`config.mk`:
```
export PLATFORM = sky130hd
export DESIGN_NAME = mem_trace_monitor
export DESIGN_NICKNAME = d
export VERILOG_FILES = /design/src/rtl/trace_pkg.sv /design/src/rtl/trace_fifo.sv /design/src/rtl/mem_trace_monitor.sv
export SDC_FILE = /design/constraint.sdc
export NUM_CORES = 1
export LEC_CHECK = 0
export CORE_MARGIN = 2
export CORE_UTILIZATION = 55
export CTS_CLUSTER_SIZE = 20
export DETAILED_ROUTE_END_ITERATION = 6
export GPL_TIMING_DRIVEN = 0
export HOLD_SLACK_MARGIN = 0.15
export PLACE_DENSITY = 0.82
export SLEW_MARGIN = 10
export SYNTH_ARGS = -nofsm -noshare
export SYNTH_HDL_FRONTEND = slang
export SYNTH_SLANG_ARGS = --single-unit
```
`constraint.sdc`:
```
create_clock -name Clk -period 12.1 [get_ports Clk]
set_clock_uncertainty 0.15 [all_clocks]
set_input_delay 2.42 -clock Clk [delete_from_list [all_inputs] [get_ports Clk]]
set_output_delay 2.42 -clock Clk [all_outputs]
set_load 0.05 [all_outputs]
```
`src/rtl/trace_pkg.sv`:
```
// trace_pkg: shared state type, entry-width helper and default halt word for the trace monitor.
package trace_pkg;
  typedef enum logic [1:0] {IDLE, RUN, HALT} trace_state_t;
  localparam logic [31:0] HALT_BA = 32'h1080_0000;
  function automatic int trace_entry_w(input int ts_w, input int addr_w, input int lanes);
    return ts_w + addr_w + lanes * 9;
  endfunction
endpackage

```
`src/rtl/trace_fifo.sv`:
```
// trace_fifo: generic synchronous first-word-fall-through FIFO with occupancy and flush.
module trace_fifo #(
  parameter int WIDTH = 8,
  parameter int DEPTH = 16
) (
  input  logic                       clk,
  input  logic                       rst_n,
  input  logic                       flush,
  input  logic                       push,
  input  logic [WIDTH-1:0]           wdata,
  input  logic                       pop,
  output logic [WIDTH-1:0]           rd_data,
  output logic                       empty,
  output logic                       full,
  output logic [$clog2(DEPTH):0]     level
);
  localparam int AW = $clog2(DEPTH);
  logic [WIDTH-1:0] mem [DEPTH];
  logic [AW:0] wr_ptr, rd_ptr;
  logic push_ok, pop_ok;
  // A push into a full FIFO is accepted only when the head leaves on the same edge.
  assign pop_ok  = pop & ~empty;
  assign push_ok = push & (~full | pop);
  assign empty   = wr_ptr == rd_ptr;
  assign full    = (wr_ptr[AW] != rd_ptr[AW]) && (wr_ptr[AW-1:0] == rd_ptr[AW-1:0]);
  assign level   = wr_ptr - rd_ptr;
  assign rd_data = empty ? '0 : mem[rd_ptr[AW-1:0]];
  always_ff @(posedge clk) begin
    if (push_ok && !flush) mem[wr_ptr[AW-1:0]] <= wdata;
  end
  always_ff @(posedge clk or negedge rst_n) begin
    if (!rst_n) begin
      wr_ptr <= '0;
      rd_ptr <= '0;
    end else if (flush) begin
      wr_ptr <= '0;
      rd_ptr <= '0;
    end else begin
      wr_ptr <= push_ok ? wr_ptr + 1'b1 : wr_ptr;
      rd_ptr <= pop_ok ? rd_ptr + 1'b1 : rd_ptr;
    end
  end
endmodule

```
`src/rtl/mem_trace_monitor.sv`:
```
// mem_trace_monitor: captures qualified RAM writes into a trace FIFO until the halt word appears on the IR bus.
module mem_trace_monitor
  import trace_pkg::*;
#(
  parameter int          ADDR_W    = 32,
  parameter int          LANES     = 4,
  parameter int          DEPTH     = 16,
  parameter int          TS_W      = 16,
  parameter logic [31:0] HALT_WORD = HALT_BA
) (
  input  logic                                         Clk,
  input  logic                                         RESET_n,
  input  logic                                         arm,
  input  logic                                         clear,
  input  logic                                         mem_enable,
  input  logic                                         mem_write,
  input  logic [ADDR_W-1:0]                            mem_addr,
  input  logic [LANES*8-1:0]                           mem_wdata,
  input  logic [LANES-1:0]                             mem_be,
  input  logic                                         ir_load,
  input  logic [31:0]                                  ir_word,
  input  logic                                         rd_en,
  output logic [trace_entry_w(TS_W, ADDR_W, LANES)-1:0] rd_data,
  output logic                                         empty,
  output logic                                         full,
  output logic [$clog2(DEPTH):0]                       level,
  output logic                                         overflow,
  output logic                                         halted,
  output logic [TS_W-1:0]                              events
);
  trace_state_t state, state_n;
  logic qual, capture, halt_hit;
  assign qual     = mem_enable & mem_write & |mem_be;
  assign capture  = (state == RUN) & qual & ~clear;
  assign halt_hit = ir_load & (ir_word == HALT_WORD);
  assign halted   = state == HALT;
  always_comb begin
    state_n = state;
    if (clear) state_n = IDLE;
    else if (state == IDLE && arm) state_n = RUN;
    else if (state == RUN && halt_hit) state_n = HALT;
  end
  always_ff @(posedge Clk or negedge RESET_n) begin
    if (!RESET_n) state <= IDLE;
    else state <= state_n;
  end
  // Timestamp is the event count before this write is counted.
  always_ff @(posedge Clk or negedge RESET_n) begin
    if (!RESET_n) begin
      events   <= '0;
      overflow <= 1'b0;
    end else if (clear) begin
      events   <= '0;
      overflow <= 1'b0;
    end else if (capture) begin
      events   <= (events == '1) ? events : events + 1'b1;
      overflow <= overflow | (full & ~rd_en);
    end
  end
  trace_fifo #(
    .WIDTH(trace_entry_w(TS_W, ADDR_W, LANES)),
    .DEPTH(DEPTH)
  ) u_fifo (
    .clk    (Clk),
    .rst_n  (RESET_n),
    .flush  (clear),
    .push   (capture),
    .wdata  ({events, mem_addr, mem_wdata, mem_be}),
    .pop    (rd_en),
    .rd_data(rd_data),
    .empty  (empty),
    .full   (full),
    .level  (level)
  );
endmodule

```
# ---- Word-level counts from Yosys, hierarchy flattened
# Memories as Yosys holds them, arrays and structs flattened.
# Index checks and enable logic that the tools add are counted.
dict set report classes {
  muxes 15
  n_reduce_logical 12
  addsub 4
  n_eq_ne 8
  n_bitwise 14
}
# op count
set ops {}
lappend ops {{84-bit 2-to-1 mux} 1}
lappend ops {{16-bit 2-to-1 mux} 3}
lappend ops {{32-bit by 29-bit equality test with 1-bit output (second input constant)} 1}
lappend ops {{5-bit 2-to-1 mux} 4}
lappend ops {{16-bit by 1-bit adder with 16-bit output (second input constant)} 1}
lappend ops {{16-bit equality test (second input constant)} 1}
lappend ops {{5-bit by 1-bit adder with 5-bit output (second input constant)} 2}
lappend ops {{1-bit bitwise AND} 8}
lappend ops {{2-bit 2-to-1 mux} 3}
lappend ops {{2-bit nonzero test} 3}
lappend ops {{5-bit equality test} 1}
lappend ops {{5-bit subtractor} 1}
lappend ops {{4-bit equality test} 1}
lappend ops {{1-bit logical AND} 4}
lappend ops {{1-bit 2-to-1 mux} 4}
lappend ops {{1-bit NOT} 4}
lappend ops {{4-bit OR reduction} 1}
lappend ops {{3-bit nonzero test} 1}
lappend ops {{2-bit by 1-bit equality test with 1-bit output (second input constant)} 1}
lappend ops {{2-bit equality test (second input constant)} 1}
lappend ops {{2-bit zero test} 1}
lappend ops {{2-bit != test (second input constant)} 1}
lappend ops {{1-bit bitwise OR} 2}
lappend ops {{2-bit AND reduction} 1}
lappend ops {{other kinds (2)} 2}
dict set report word_totals {
  mem_bits_rw 1344
  regBits 29
  output_inout_bits 109
  mem_count 1
}
# memory words word_bits read_ports rd_clocked_by_memory_dff write_ports line
set memory_table {}
lappend memory_table {u_fifo.mem 16 84 1 0 1 trace_fifo.sv:18} ;# logic [WIDTH-1:0] mem [DEPTH];

# ---- Logic depth before layout (Yosys ltp)
dict set report depth {
  word_depth 8
  mapped_depth 11
  depth_no_buf 7
}

# ---- Hierarchy
# Synthesis repeated with hierarchy kept, for this count alone.
dict set report unflattened {
  cells_unflattened 2455
  area_unflattened_um2 52972.1
}
# module area_per_inst_um2 cells_each instances seq_area_each_um2
set by_module_without_submodules {}
lappend by_module_without_submodules {trace_fifo 51815.9 2329 1 40608.9}
lappend by_module_without_submodules {mem_trace_monitor 1156.1 126 1 475.5}

# ---- Least setup slack after synthesis
# OpenSTA, ideal clock, no wires.
dict set report synth_path {
  path_kind {in2reg}
  startpoint {in mem_enable}
  endpoint {mem u_fifo.mem[3][0] in the netlist's numbering (enable)}
  t_required_ns 11.321
  slack_ns 2.484
  arrival_ns 8.837
  stages 5
  cell_sequence {and4b_1 > buf_6 > and3b_1 > nand3_1 > nor3_1}
}
dict set report synth_between {
  elab_chain_len 8
}
# item line
set synth_rtl {}
lappend synth_rtl {{from (decl)} mem_trace_monitor.sv:15} ;# input logic mem_enable,
lappend synth_rtl {{1-bit bitwise AND (2 in series)} mem_trace_monitor.sv:33} ;# assign qual = mem_enable & mem_write & |mem_be;
lappend synth_rtl {{1-bit bitwise AND (2 in series)} mem_trace_monitor.sv:34} ;# assign capture = (state == RUN) & qual & ~clear;
lappend synth_rtl {{1-bit bitwise AND} trace_fifo.sv:23} ;# assign push_ok = push & (~full | pop);
lappend synth_rtl {{1-bit logical AND} trace_fifo.sv:29} ;# if (push_ok && !flush) mem[wr_ptr[AW-1:0]] <= wdata;
lappend synth_rtl {{1-bit 2-to-1 mux} trace_fifo.sv:29}
lappend synth_rtl {{1-bit 2-to-1 mux (not written as such)} trace_fifo.sv:29}
lappend synth_rtl {{to (decl)} trace_fifo.sv:18}
# No other way between the ends.

# ---- Worst setup path in the final report
dict set report layout_path {
  startpoint {reg u_fifo.rd_ptr[1]}
  endpoint {out rd_data[67]}
}
dict set report layout_between {
  elab_chain_len 2
  elab_cells_between_ends 3
  cone_classes {eq/ne (1); mux (1); memory (1)}
}
# item line
set layout_rtl {}
lappend layout_rtl {{from (decl)} trace_fifo.sv:19} ;# logic [AW:0] wr_ptr, rd_ptr;
lappend layout_rtl {{from (signal assigned)} trace_fifo.sv:40} ;# rd_ptr <= pop_ok ? rd_ptr + 1'b1 : rd_ptr;
lappend layout_rtl {{memory read 16 x 84 bit or 5-bit equality test (tied branches)} -}
lappend layout_rtl {{84-bit 2-to-1 mux *} trace_fifo.sv:27} ;# assign rd_data = empty ? '0 : mem[rd_ptr[AW-1:0]];
lappend layout_rtl {{to (decl)} mem_trace_monitor.sv:23} ;# output logic [trace_entry_w(TS_W, ADDR_W, LANES)-1:0] rd_data,
# Mark *: on every way between the ends. The rest lies on a longest branch, timed or not.

==> results.md <==
* Clock Pin Slew Worst Setup and Hold Paths at 60 ps
* Initial DRC Count at 4518
* Post-Synth XOR/XNOR Area at 0.1942%
* Drt via density at 6.801
* Simple-Gate Fraction of Synth Area at 1.281%
* Critical path arrival at 6390 ps
* Seq/Total Area, Yosys at 77.77%
* Resized Gates After CTS at 0
* Layout area overhead at 18.11%
* Via count at 27990
* Multiplexer area fraction after synthesis at 17.75%
* Initial antenna violation count at 17
* DIE HEIGHT at 313.9 um
* Gpl congestion at 0.7675
* Total gr overflow at 0
* Syn_area_per_cell at 23.15 um2
* Syn Std Cell Area at 0.05283 mm2
* Starting density of the core at 55.52%
* Die width at 313.9 um
* Post-synth EDFFs at 1344
* CP Max Fanout at 10
* Worst setup path category: reg -> out
* Cells after Synth at 2282
* Layout cells sized above 1 at 25.66%
* Die Area at 0.09855 mm2
* RSZ-0062 raised after global routing: false
* Status: finished, final reports clean
* WL per Instance at 34.58 um
* First-pass GRT wire length at 202.7 mm
* PnR Total Power at 9991 uW
* Cell internal pwr at 7763 uW
* 1st-pass router iterations at 6
* Detailed Place HPWL at 81.96 mm
* Multi-input logic area at 0.01120 mm2
* Yosys warning total at 0
* Post-CTS setup buffer count at 0
* R2R Path Start: u_fifo.rd_ptr[1]$_DFFE_PN0P_
* Synth Net Count at 2401
* Final antenna-violating net count at 0
* Sink Count at 1373
* Largest net degree at the start of global routing at 30
* HP Class: reg -> reg
* Combinational Power Share at 6.8%
* Worst slew pin tran at 1206 ps
* Max-cap violations at 0
* Global Route Usage Sum at 29.05%
* I/O Buffers at 216
* Seq pwr share at 52.2%
* Post-route DRC at 0
* # setup viols final at 0
* Sw frac at 22.30%
* Worst path required time at 9530 ps
* Post-route insts no fill at 4116
* CP Capture Type: output pin
* Worst VDD drop at 0.1113 mV
* Crit path launch type: flip-flop
* Unique masters post-synth at 56
* Fin. Hold Viols at 0
* Hold_buf cts at 0
* IO Pins at 217
* Complex-gate fraction of the synthesized area at 1.494%
* Peak Freq at 111.6 MHz
* CP startpoint: u_fifo.rd_ptr[1]$_DFFE_PN0P_
* CTS Buf Count at 134
* Slew HR at 19.62%
* Rows at 113
* Main combinational cell family by area after synthesis: multiplexers
* Net Sw Power at 2228 uW
* Core area at 0.09515 mm2
* Minimum clock period at 8957 ps
* HP Start: overflow$_DFFE_PN0P_
* Pleak at 0.02051 uW
* Yosys reg bits at 1373
* Register Area at 0.04108 mm2
* Dpl cells at 3865
* CTS tree: yes
* Worst-Skew Late Latency at 740 ps
* Vias in the first global route at 28790
* Pwr Density at 160.1 mW/mm2
* Final wirelength at 142.3 mm
* # fillers at 5583
* CTS Buffer Depth at 3
* Htree depth at 4
* Top FF cell, synth: edfxtp_1
* Clock power frac at 41.0%
* Layout net count at 2855
* Async SR Flop Fraction at 2.112%
* Clock root buffer master: clkbuf_16
* Fin. max-slew vios at 0
* Fin crit share at 74.02%
* Adder-Cell Fraction of Synth Area at 0.2747%
-- power groups by stage --
stage	Clock, uW	Combinational, uW	Sequential, uW
3_3_place_gp	0	645	5320
2_1_floorplan	0	404	5320
5_1_grt	4260	712	5210
6_report	4090	683	5220
3_5_place_dp	0	666	5320
4_1_cts	4100	684	5220
-- through the flow --
step / setup WS (ps) / setup TNS, ps / cell area (um2) / utilization [%] / hold WS (ps)
2_1_floorplan: 2484 / 0 / 52830 / - / 372.1
3_3_place_gp: -4768 / -1975680 / 56580 / 59.46 / 388.2
3_5_place_dp: 4114 / 0 / 58150 / 61.11 / 368.1
4_1_cts: 3301 / 0 / 62370 / 65.55 / 397.5
5_1_grt: 3116 / 0 / 62390 / 65.57 / 457.2
6_report: 3143 / 0 / 62400 / 65.58 / 398.3
-- layer usage --
| metal | wire length [um] | vias to the layer above | track usage (%) |
|---|---|---|---|
| met2 | 72290 | 2410 | 47.95 |
| met3 | 15240 | 424 | 6.287 |
| met4 | 6583 | 14 | 13.61 |
| met1 | 48140 | 14450 | 37.27 |
| met5 | 92 | - | 0 |
| li1 | - | 10700 | - |
-- cell type report --
type | instances | area share (%)
antenna | 10 | 0.04010
buffer | 123 | 0.9745
clock buffer | 170 | 5.843
clock inverter | 71 | 0.9244
inverter | 12 | 0.07218
multi-input combinational | 774 | 17.95
sequential | 1373 | 65.84
tap | 1265 | 2.536
timing repair buffer | 318 | 5.819
-- cells in the mapped netlist (6+ instances only) --
cell type	count	share of area (%)
edfxtp_1	1344	76
mux4_2	336	14
mux2i_1	172	3.3
o22ai_1	84	0.99
buf_2	48	0.45
clkbuf_1	36	0.26
nor2_1	32	0.23
dfrtp_1	29	1.4
buf_4	21	0.30
buf_1	17	0.12
nand3_1	14	0.13
a21oi_1	13	0.12
inv_1	11	0.078
ha_1	10	0.24
nor2b_1	9	0.11
mux2_2	8	0.17
nand2_1	8	0.057
nor3_1	8	0.076
nor4_1	7	0.083
or4_1	6	0.085
xnor2_1	6	0.099
-- sequential cells by signal (all words and copies together) (netlist names) --
signal / cells
u_fifo.rd_ptr: 5
u_fifo.mem: 1344
u_fifo.wr_ptr: 5
overflow: 1
events: 16
state: 2
-- cells by family (layout without fill, tap and decap cells) --
kind of cell	Yosys count	count (layout)
multiplexers	516	516
buffers and inverters	135	694
other	0	10
AND/OR/NAND/NOR	116	116
AO/OA/AOI/OAI	121	121
adder cells (fa/ha/maj)	11	11
flip-flops	1373	1373
XOR/XNOR	10	10
-- worst paths after layout --
kind / end / slack [ps] / depth (start not counted)
min in group asynchronous: state[0]$_DFFE_PN0P_ / 1580 / 1
worst min register to register: overflow$_DFFE_PN0P_ / 400 / 2
worst min-delay path: overflow$_DFFE_PN0P_ / 400 / 2
worst max register to register: u_fifo.mem[0][30]$_DFFE_PP_ / 6500 / 16
max in group asynchronous: u_fifo.rd_ptr[0]$_DFFE_PN0P_ / 9740 / 1
worst max-delay path: rd_data[67] / 3140 / 12
-- worst max-delay path, cell delays in order, from the launching register on --
cell and delay [ps]:
dfrtp_1 410, buf_2 340, clkbuf_1 680, buf_2 420, inv_1 80, ha_1 300, nand4_1 160, buf_2 230
o21ai_1 600, buf_4 460, clkbuf_1 720, o22ai_1 410, clkdlybuf4s50_1 820
-- cell usage in the layout, fill, tap and decap left out, drive strengths merged, types with 7 or more instances in the layout --
cell / Yosys / layout
a21oi: 13 / 13
nand3: 14 / 14
diode: 0 / 10
nor2b: 9 / 9
xnor2: 7 / 7
clkdlybuf4s50: 0 / 215
inv: 12 / 19
clkinv: 0 / 53
nor2: 32 / 32
edfxtp: 1344 / 1344
bufinv: 0 / 7
nor4: 8 / 8
dfrtp: 29 / 29
nand2: 8 / 8
mux2i: 172 / 172
mux2: 8 / 8
buf: 87 / 190
ha: 10 / 10
o22ai: 84 / 84
nor3: 8 / 8
clkbuf: 36 / 206
mux4: 336 / 336
No activity file was read; power rests on OpenSTA's default activity.
